<file path="src/rtl/instr_register_pkg.sv">
// Shared types for the instruction register and its front-end arbiter.
package instr_register_pkg;

  typedef enum logic [3:0] {
    ZERO, PASSA, PASSB, ADD, SUB, MULT, DIV, MOD
  } opcode_t;

  typedef logic signed [31:0] operand_t;
  typedef logic signed [63:0] result_t;
  typedef logic [4:0]         address_t;

  typedef struct packed {
    opcode_t  opc;
    operand_t op_a;
    operand_t op_b;
    result_t  rezultat;
  } instruction_t;

  typedef logic req_id_t;

  localparam req_id_t REQ_A = 1'b0;
  localparam req_id_t REQ_B = 1'b1;

endpackage

</file>
<file path="src/rtl/rr_arbiter2.sv">
// Two-input arbiter: round-robin or fixed priority (A wins), remembering the last grant.
module rr_arbiter2
  import instr_register_pkg::*;
#(
  parameter bit RR_EN = 1'b1
) (
  input  logic    clk,
  input  logic    reset,
  input  logic    enable,
  input  logic    req_a,
  input  logic    req_b,
  output logic    grant_a,
  output logic    grant_b,
  output req_id_t grant_id
);

  req_id_t last_grant;

  always_comb begin
    grant_a = 1'b0;
    grant_b = 1'b0;
    if (enable) begin
      if (req_a && req_b) begin
        // Contention: B only wins in round-robin mode right after A was served.
        if (RR_EN && (last_grant == REQ_A)) grant_b = 1'b1;
        else                                grant_a = 1'b1;
      end else begin
        grant_a = req_a;
        grant_b = req_b;
      end
    end
  end

  assign grant_id = grant_b ? REQ_B : REQ_A;

  always_ff @(posedge clk or posedge reset) begin
    if (reset)                  last_grant <= REQ_B;
    else if (grant_a | grant_b) last_grant <= grant_id;
  end

endmodule

</file>
<file path="src/rtl/instr_register_arbiter.sv">
// Front end of the 32-entry instruction register: write-port arbitration,
// circular write/read pointers, occupancy tracking and one-cycle read-back.
module instr_register_arbiter
  import instr_register_pkg::*;
#(
  parameter int DEPTH = 32,
  parameter bit RR_EN = 1'b1
) (
  input  logic                   clk,
  input  logic                   reset,
  input  logic                   a_valid,
  output logic                   a_ready,
  input  opcode_t                a_opcode,
  input  operand_t               a_operand_a,
  input  operand_t               a_operand_b,
  input  logic                   b_valid,
  output logic                   b_ready,
  input  opcode_t                b_opcode,
  input  operand_t               b_operand_a,
  input  operand_t               b_operand_b,
  input  logic                   rd_req,
  output logic                   rd_ready,
  output logic                   rsp_valid,
  output instruction_t           rsp_word,
  output logic                   rsp_src,
  output logic [$clog2(DEPTH):0] count,
  output logic                   full,
  output logic                   empty,
  output logic                   load_en,
  output address_t               write_pointer,
  output opcode_t                opcode,
  output operand_t               operand_a,
  output operand_t               operand_b,
  output address_t               read_pointer,
  input  instruction_t           instruction_word
);

  localparam int CW = $clog2(DEPTH) + 1;

  address_t         wr_ptr;
  address_t         rd_ptr;
  logic [DEPTH-1:0] src_tag;
  logic             grant_a;
  logic             grant_b;
  req_id_t          grant_id;
  logic             rd_fire;
  logic             vld_p1;
  instruction_t     word_p1;
  req_id_t          src_p1;

  assign full  = (count == CW'(DEPTH));
  assign empty = (count == '0);

  // Holding the arbiter disabled during reset keeps both readies and load_en low.
  rr_arbiter2 #(.RR_EN(RR_EN)) u_arb (
    .clk      (clk),
    .reset    (reset),
    .enable   (!full && !reset),
    .req_a    (a_valid),
    .req_b    (b_valid),
    .grant_a  (grant_a),
    .grant_b  (grant_b),
    .grant_id (grant_id)
  );

  assign a_ready       = grant_a;
  assign b_ready       = grant_b;
  assign load_en       = grant_a | grant_b;
  assign write_pointer = wr_ptr;
  assign read_pointer  = rd_ptr;
  assign rd_ready      = !empty;
  assign rd_fire       = rd_req && !empty;

  always_comb begin
    opcode    = ZERO;
    operand_a = '0;
    operand_b = '0;
    if (grant_a) begin
      opcode    = a_opcode;
      operand_a = a_operand_a;
      operand_b = a_operand_b;
    end else if (grant_b) begin
      opcode    = b_opcode;
      operand_a = b_operand_a;
      operand_b = b_operand_b;
    end
  end

  // Stage p0 -> p1: pointer/occupancy update and response capture.
  always_ff @(posedge clk or posedge reset) begin
    if (reset) begin
      wr_ptr  <= '0;
      rd_ptr  <= '0;
      count   <= '0;
      src_tag <= '0;
      vld_p1  <= 1'b0;
      word_p1 <= '0;
      src_p1  <= REQ_A;
    end else begin
      vld_p1 <= rd_fire;
      if (load_en) begin
        src_tag[wr_ptr] <= grant_id;
        wr_ptr          <= wr_ptr + 1'b1;
      end
      if (rd_fire) begin
        word_p1 <= instruction_word;
        src_p1  <= src_tag[rd_ptr];
        rd_ptr  <= rd_ptr + 1'b1;
      end
      case ({load_en, rd_fire})
        2'b10:   count <= count + 1'b1;
        2'b01:   count <= count - 1'b1;
        default: count <= count;
      endcase
    end
  end

  assign rsp_valid = vld_p1;
  assign rsp_word  = word_p1;
  assign rsp_src   = src_p1;

endmodule

</file>
<file path="config.mk">
export PLATFORM = sky130hd
export DESIGN_NAME = instr_register_arbiter
export DESIGN_NICKNAME = d
export VERILOG_FILES = /design/src/rtl/instr_register_pkg.sv /design/src/rtl/rr_arbiter2.sv /design/src/rtl/instr_register_arbiter.sv
export SDC_FILE = /design/constraint.sdc
export NUM_CORES = 1
export LEC_CHECK = 0
export BUFFER_PORTS_ARGS = -buffer_cell sky130_fd_sc_hd__buf_4
export CAP_MARGIN = 10
export CORE_AREA = 2 2 194 196
export CTS_CLUSTER_SIZE = 30
export DETAILED_ROUTE_END_ITERATION = 16
export DIE_AREA = 0 0 196 198
export HOLD_SLACK_MARGIN = 0.15
export PLACE_DENSITY = 0.51
export RECOVER_POWER = 25
export SLEW_MARGIN = 10
export SYNTH_ARGS = -nofsm -noshare
export SYNTH_HDL_FRONTEND = slang
export SYNTH_SLANG_ARGS = --single-unit
</file>
<file path="constraint.sdc">
create_clock -name clk -period 8 [get_ports clk]
set_input_delay 0.8 -clock clk [delete_from_list [all_inputs] [get_ports clk]]
set_output_delay 0.8 -clock clk [all_outputs]
set_load 0.02 [all_outputs]
</file>
=== Word level (Yosys, flattened, before mapping) ===
Index checks and enable logic that the tools add are counted.

* Bits in registers: 183
* Bits of input ports: 273
* Output and inout port bits: 224

* $add $sub $neg: 4
* Magnitude comparators: 3
* Equality and inequality tests: 3
* Muxes and demuxes: 19
* Bitwise operators: 1
* Reduce and logical (&&, ||, !) cells: 9

{| class="wikitable"
|+ Operators with widths
! cell !! number
|-
| 32-bit 2-to-1 mux || 4
|-
| 32-bit bitwise mux || 1
|-
| 5-bit by 6-bit < comparator with 1-bit output, second input constant || 2
|-
| 6-bit one-hot mux with 2 select lines || 1
|-
| 5-bit by 1-bit adder with 5-bit output, second input constant || 2
|-
| 1-bit 2-to-1 mux || 9
|-
| 4-bit 2-to-1 mux || 2
|-
| 6-bit by 1-bit adder with 6-bit output, second input constant || 1
|-
| 6-bit == test, second input constant || 1
|-
| 6-bit logical NOT || 1
|-
| 6-bit by 1-bit subtractor with 6-bit output, second input constant || 1
|-
| 1-bit binary-select mux with 5-bit select || 1
|-
| 1-bit demux with 5-bit select || 1
|-
| 5-bit by 1-bit greater-or-equal comparator with 1-bit output, second input constant || 1
|-
| 1-bit logical AND || 4
|-
| 1-bit logical NOT || 3
|-
| 2-bit by 1-bit == test with 1-bit output, second input constant || 1
|-
| 2-bit == test, second input constant || 1
|-
| 2-bit nonzero test || 1
|-
| 1-bit OR || 1
|}

=== Longest topological paths before layout ===
* Word-level depth: 7
* Gate-level depth with buffers: 14
* Depth with buffers taken out: 12

=== Modules after synthesis ===
From an unflattened synthesis, not the netlist that was laid out.

* Cells, all modules: 886
* Area, all modules: 8381.8 um^2

{| class="wikitable"
|+ By module, submodules not included
! module !! times used !! cells an instance !! area each (um^2) !! sequential area each (um^2)
|-
| instr_register_arbiter || 1 || 876 || 8308.0 || 4554.4
|-
| rr_arbiter2 || 1 || 10 || 73.8 || 26.3
|}

=== Worst setup path before layout ===
No wires, ideal clock.

* Kind: register -> register
* Start point: register count[1]
* End point: register count[5]
* Library setup time: 0.080 ns
* Arrival: 3.092 ns
* Path slack: 4.828 ns
* Cell stages (with the launch flop): 14
* Path buffers: 2
* Period minus slack after synthesis: 3.172 ns
* Path through: dfrtp_1 nor4_2 nand3b_1 nand2_1 inv_1 clkbuf_1 clkbuf_1 ha_1 ha_1 a21o_1 a21oi_1 or4_1 nand3_1 xor2_1

{| class="wikitable"
|+ RTL lines
! element !! line !! text
|-
| start, declared || instr_register_arbiter.sv:26 || <nowiki>output logic [$clog2(DEPTH):0] count,</nowiki>
|-
| start signal, assigned || instr_register_arbiter.sv:111 || <nowiki>2'b10: count <= count + 1'b1;</nowiki>
|-
| start signal, assigned || instr_register_arbiter.sv:112 || <nowiki>2'b01: count <= count - 1'b1;</nowiki>
|-
| start signal, assigned || instr_register_arbiter.sv:113 || <nowiki>default: count <= count;</nowiki>
|-
| 6-bit logical NOT * || instr_register_arbiter.sv:52 || <nowiki>assign empty = (count == '0);</nowiki>
|-
| 1-bit logical NOT * || - ||
|-
| via rd_ready || instr_register_arbiter.sv:22 || <nowiki>output logic rd_ready,</nowiki>
|-
| 1-bit logical AND * || instr_register_arbiter.sv:72 || <nowiki>assign rd_fire = rd_req && !empty;</nowiki>
|-
| via rd_fire || instr_register_arbiter.sv:46 || <nowiki>logic rd_fire;</nowiki>
|-
| 2-bit by 1-bit == test with 1-bit output / 2-bit == test (equally long branches) || instr_register_arbiter.sv:110 || <nowiki>case ({load_en, rd_fire})</nowiki>
|-
| 6-bit one-hot mux with 2 select lines / 2-bit nonzero test (equally long branches) || - ||
|}

Mark *: on every way through the listed nets, which the timed path passes. The rest lies on a longest branch.
A chain may end at the register's enable or synchronous reset.

==> metrics.yaml <==
clock_network:
  postCtsResizedCells: 0
  cts.htree.levels: 4
  cts_setup_buffers: 0
  hold_buffers: 0
  cts_buffers: 17
  root_buffer: "clkbuf_16"
  clk_latency_ns: 0.44
  clockBufferDepth: 2
  cts_tree: "done"
  clk_pin_slew_ns: 0.07
  cts.sinks: 183
synthesis:
  synth-edff-count: 0
  syn-num-nets: 1171
  yosys_warnings: 0
  synth_top_area_frac: 0.531
  synth_area_leaders: "dfrtp_1, nand2_1, a22o_1"
  avgSynthCellArea_um2: 9.67
  ys_ff_latch: 183
  syn_area_um2: 8570
  async_flop_share: 1.00
  synth.distinct_cells: 45
  ys.flop_type: "dfrtp_1"
  synth_top_cell_by_area: "dfrtp_1"
  synthCells: 887
  yosysSeqAreaShare: 0.534
power_and_ir_drop:
  leakage_nw: 7.01
  power_mw: 3.60
  p_per_area_nw_per_um2: 278
  ir_drop_v: 0.000138
setup_path:
  critical_path_required_ns: 8.42
  start_kind: "input pin"
  rr_worst_depth: 11
  arrival_ns: 5.08
  worstPathMaxFanout: 111
  cp-end-kind: "async pin"
  worst-setup-path-type: "input pin to async pin"
routing:
  totalWireLength_mm: 31.2
  viasPerCell: 4.25
  wl_per_cell_um: 17.1
  num_vias: 7785
  dr.pass1.iters: 5
  drtIter0Drc: 372
  drc_errors: 0
  ant_nets: 0
place:
  hpwl_mm: 23.2
  place.gp.congestion: 0.886
  dpl.cell_count: 1801
  place_area_um2: 12600
  io_buffers: 496
timing:
  max_freq_mhz: 215
  rsz0062_at_grt: "false"
  fin_tns_setup_ns: 0
  tightest_slew_ns: 5.13
  slew_headroom: -2.44
  finalMaxSlewViolations: 112
  min_period_over_period: 0.583
  fin_worst_skew_ns: 0.0195
  setup_viol: 0
  period_needed_ns: 4.66
  hold_viol: 0
global_route:
  antenna_found_initial: 0
  grt_usage: 0.156
  grt_max_degree: 112
  grt_remaining_overflow: 0
  grt_pass1_wl_mm: 46.8
  grt_pass1_vias: 7900
final_layout:
  layout_commonest_cell: "buf_4"
  area_growth_pct: 51.2
  nNetsFinal: 1630
  drive_gt1_frac: 0.397
  mostFrequentLayoutCells: "buf_4, nand2_1, dfrtp_1"
  layout.cells.non_filler: 1832
  diodes: 0
  design_area_um2: 13000
  fin_util: 0.351
job:
  cap_violations: 1
outcome:
  failed_checks: "capacitance limit, slew limit"
  status: "finished with violations"
floorplanning:
  die_w_um: 196
  io-pin-count: 497
  die-area_um2: 38800
  die_h_um: 198
  initial_core_util: 0.232
  std_cell_rows: 71
  coreArea_um2: 37000
worst_hold_path:
  min_path_cells: 2
  worstHoldPathType: "flip-flop to flip-flop"
==> cell families (layout without fill, tap and decap cells) <==
group	count (synthesis)	in the layout	share of synthesized area
and+or+nand+nor	478	478	0.229
muxes	48	48	0.0760
DFF	183	183	0.534
xor gates and xnor gates	13	13	0.0133
adders and majority gates	11	11	0.0169
AOI/OAI and AO/OA	81	81	0.0792
buffers and inverters	73	544	0.0511
==> synth_stat cells, types with 2 or more instances <==
master and count:
and3_1 2, buf_2 9, nand4_1 4, mux2_4 15
nor2_1 2, dfrtp_1 182, inv_1 10, o21ai_0 6
nand2_4 4, nand2_2 4, ha_1 10, nor3_1 2
mux2i_1 10, and3_4 2, nand2_1 435, nor4_1 2
nand3b_1 3, mux4_2 6, mux2_1 17, buf_1 2
buf_6 15, and2_4 4, a22o_1 68, buf_4 5
nor3b_1 4, xor2_1 4, and3b_1 2, a21o_1 3
clkbuf_1 29, nand3_1 2, a21oi_1 2, xnor2_1 9
==> registers in the layout, indices dropped and copies added (netlist names) <==
name,cells
u_arb.last_grant,1
rsp_src,1
read_pointer,5
src_tag,32
write_pointer,5
rsp_valid,1
count,6
rsp_word,132
==> power by group <==
part	switching [mW]	internal, mW	leakage [nW]	total [mW]
logic	0.786	0.613	4.47	1.40
registers	0.212	1.15	2.27	1.37
clock network	0.395	0.444	0.270	0.840
==> final cells by class <==
cell class              count  area [um^2]
well taps                 474          593
flip-flops and latches    183         4580
multi-input cells         631         3540
fillers                  3859        24000
clock inverters            11          118
clock buffers              20          447
repair buffers            501         3630
inverters                  12         50.0
==> stage by stage <==
step	setup WS (ns)	hold slack, ns
after floorplan	2.23	0.459
after global placement	4.35	0.459
after detailed placement	4.28	0.463
after CTS	4.25	0.480
after global routing	2.46	0.498
final	3.34	0.471
==> worst max-delay path, stage by stage <==
cell,delay (ns)
clkbuf_1,0.12
clkinvlp_2,2.82
buf_4,1.08
==> layer usage <==
layer	vias to the layer above	track usage	wire length, um
met3	26	0.0462	2020
met1	3728	0.215	14400
li1	3792	-	-
met4	0	0.0398	437
met2	239	0.240	14400
met5	-	0	0
==> path summary, 6_finish.rpt <==
kind                               from            to  slack, ns
setup reg to reg               count[0]      count[5]       4.19
min in group asynchronous         reset  rsp_word[24]       1.93
hold reg to reg            rsp_word[60]  rsp_word[60]       0.47
max in group clk               count[0]      count[5]       4.19
setup / recovery                  reset  rsp_word[95]       3.34
hold / removal             rsp_word[60]  rsp_word[60]       0.47
No activity file was read; power rests on OpenSTA's default activity.
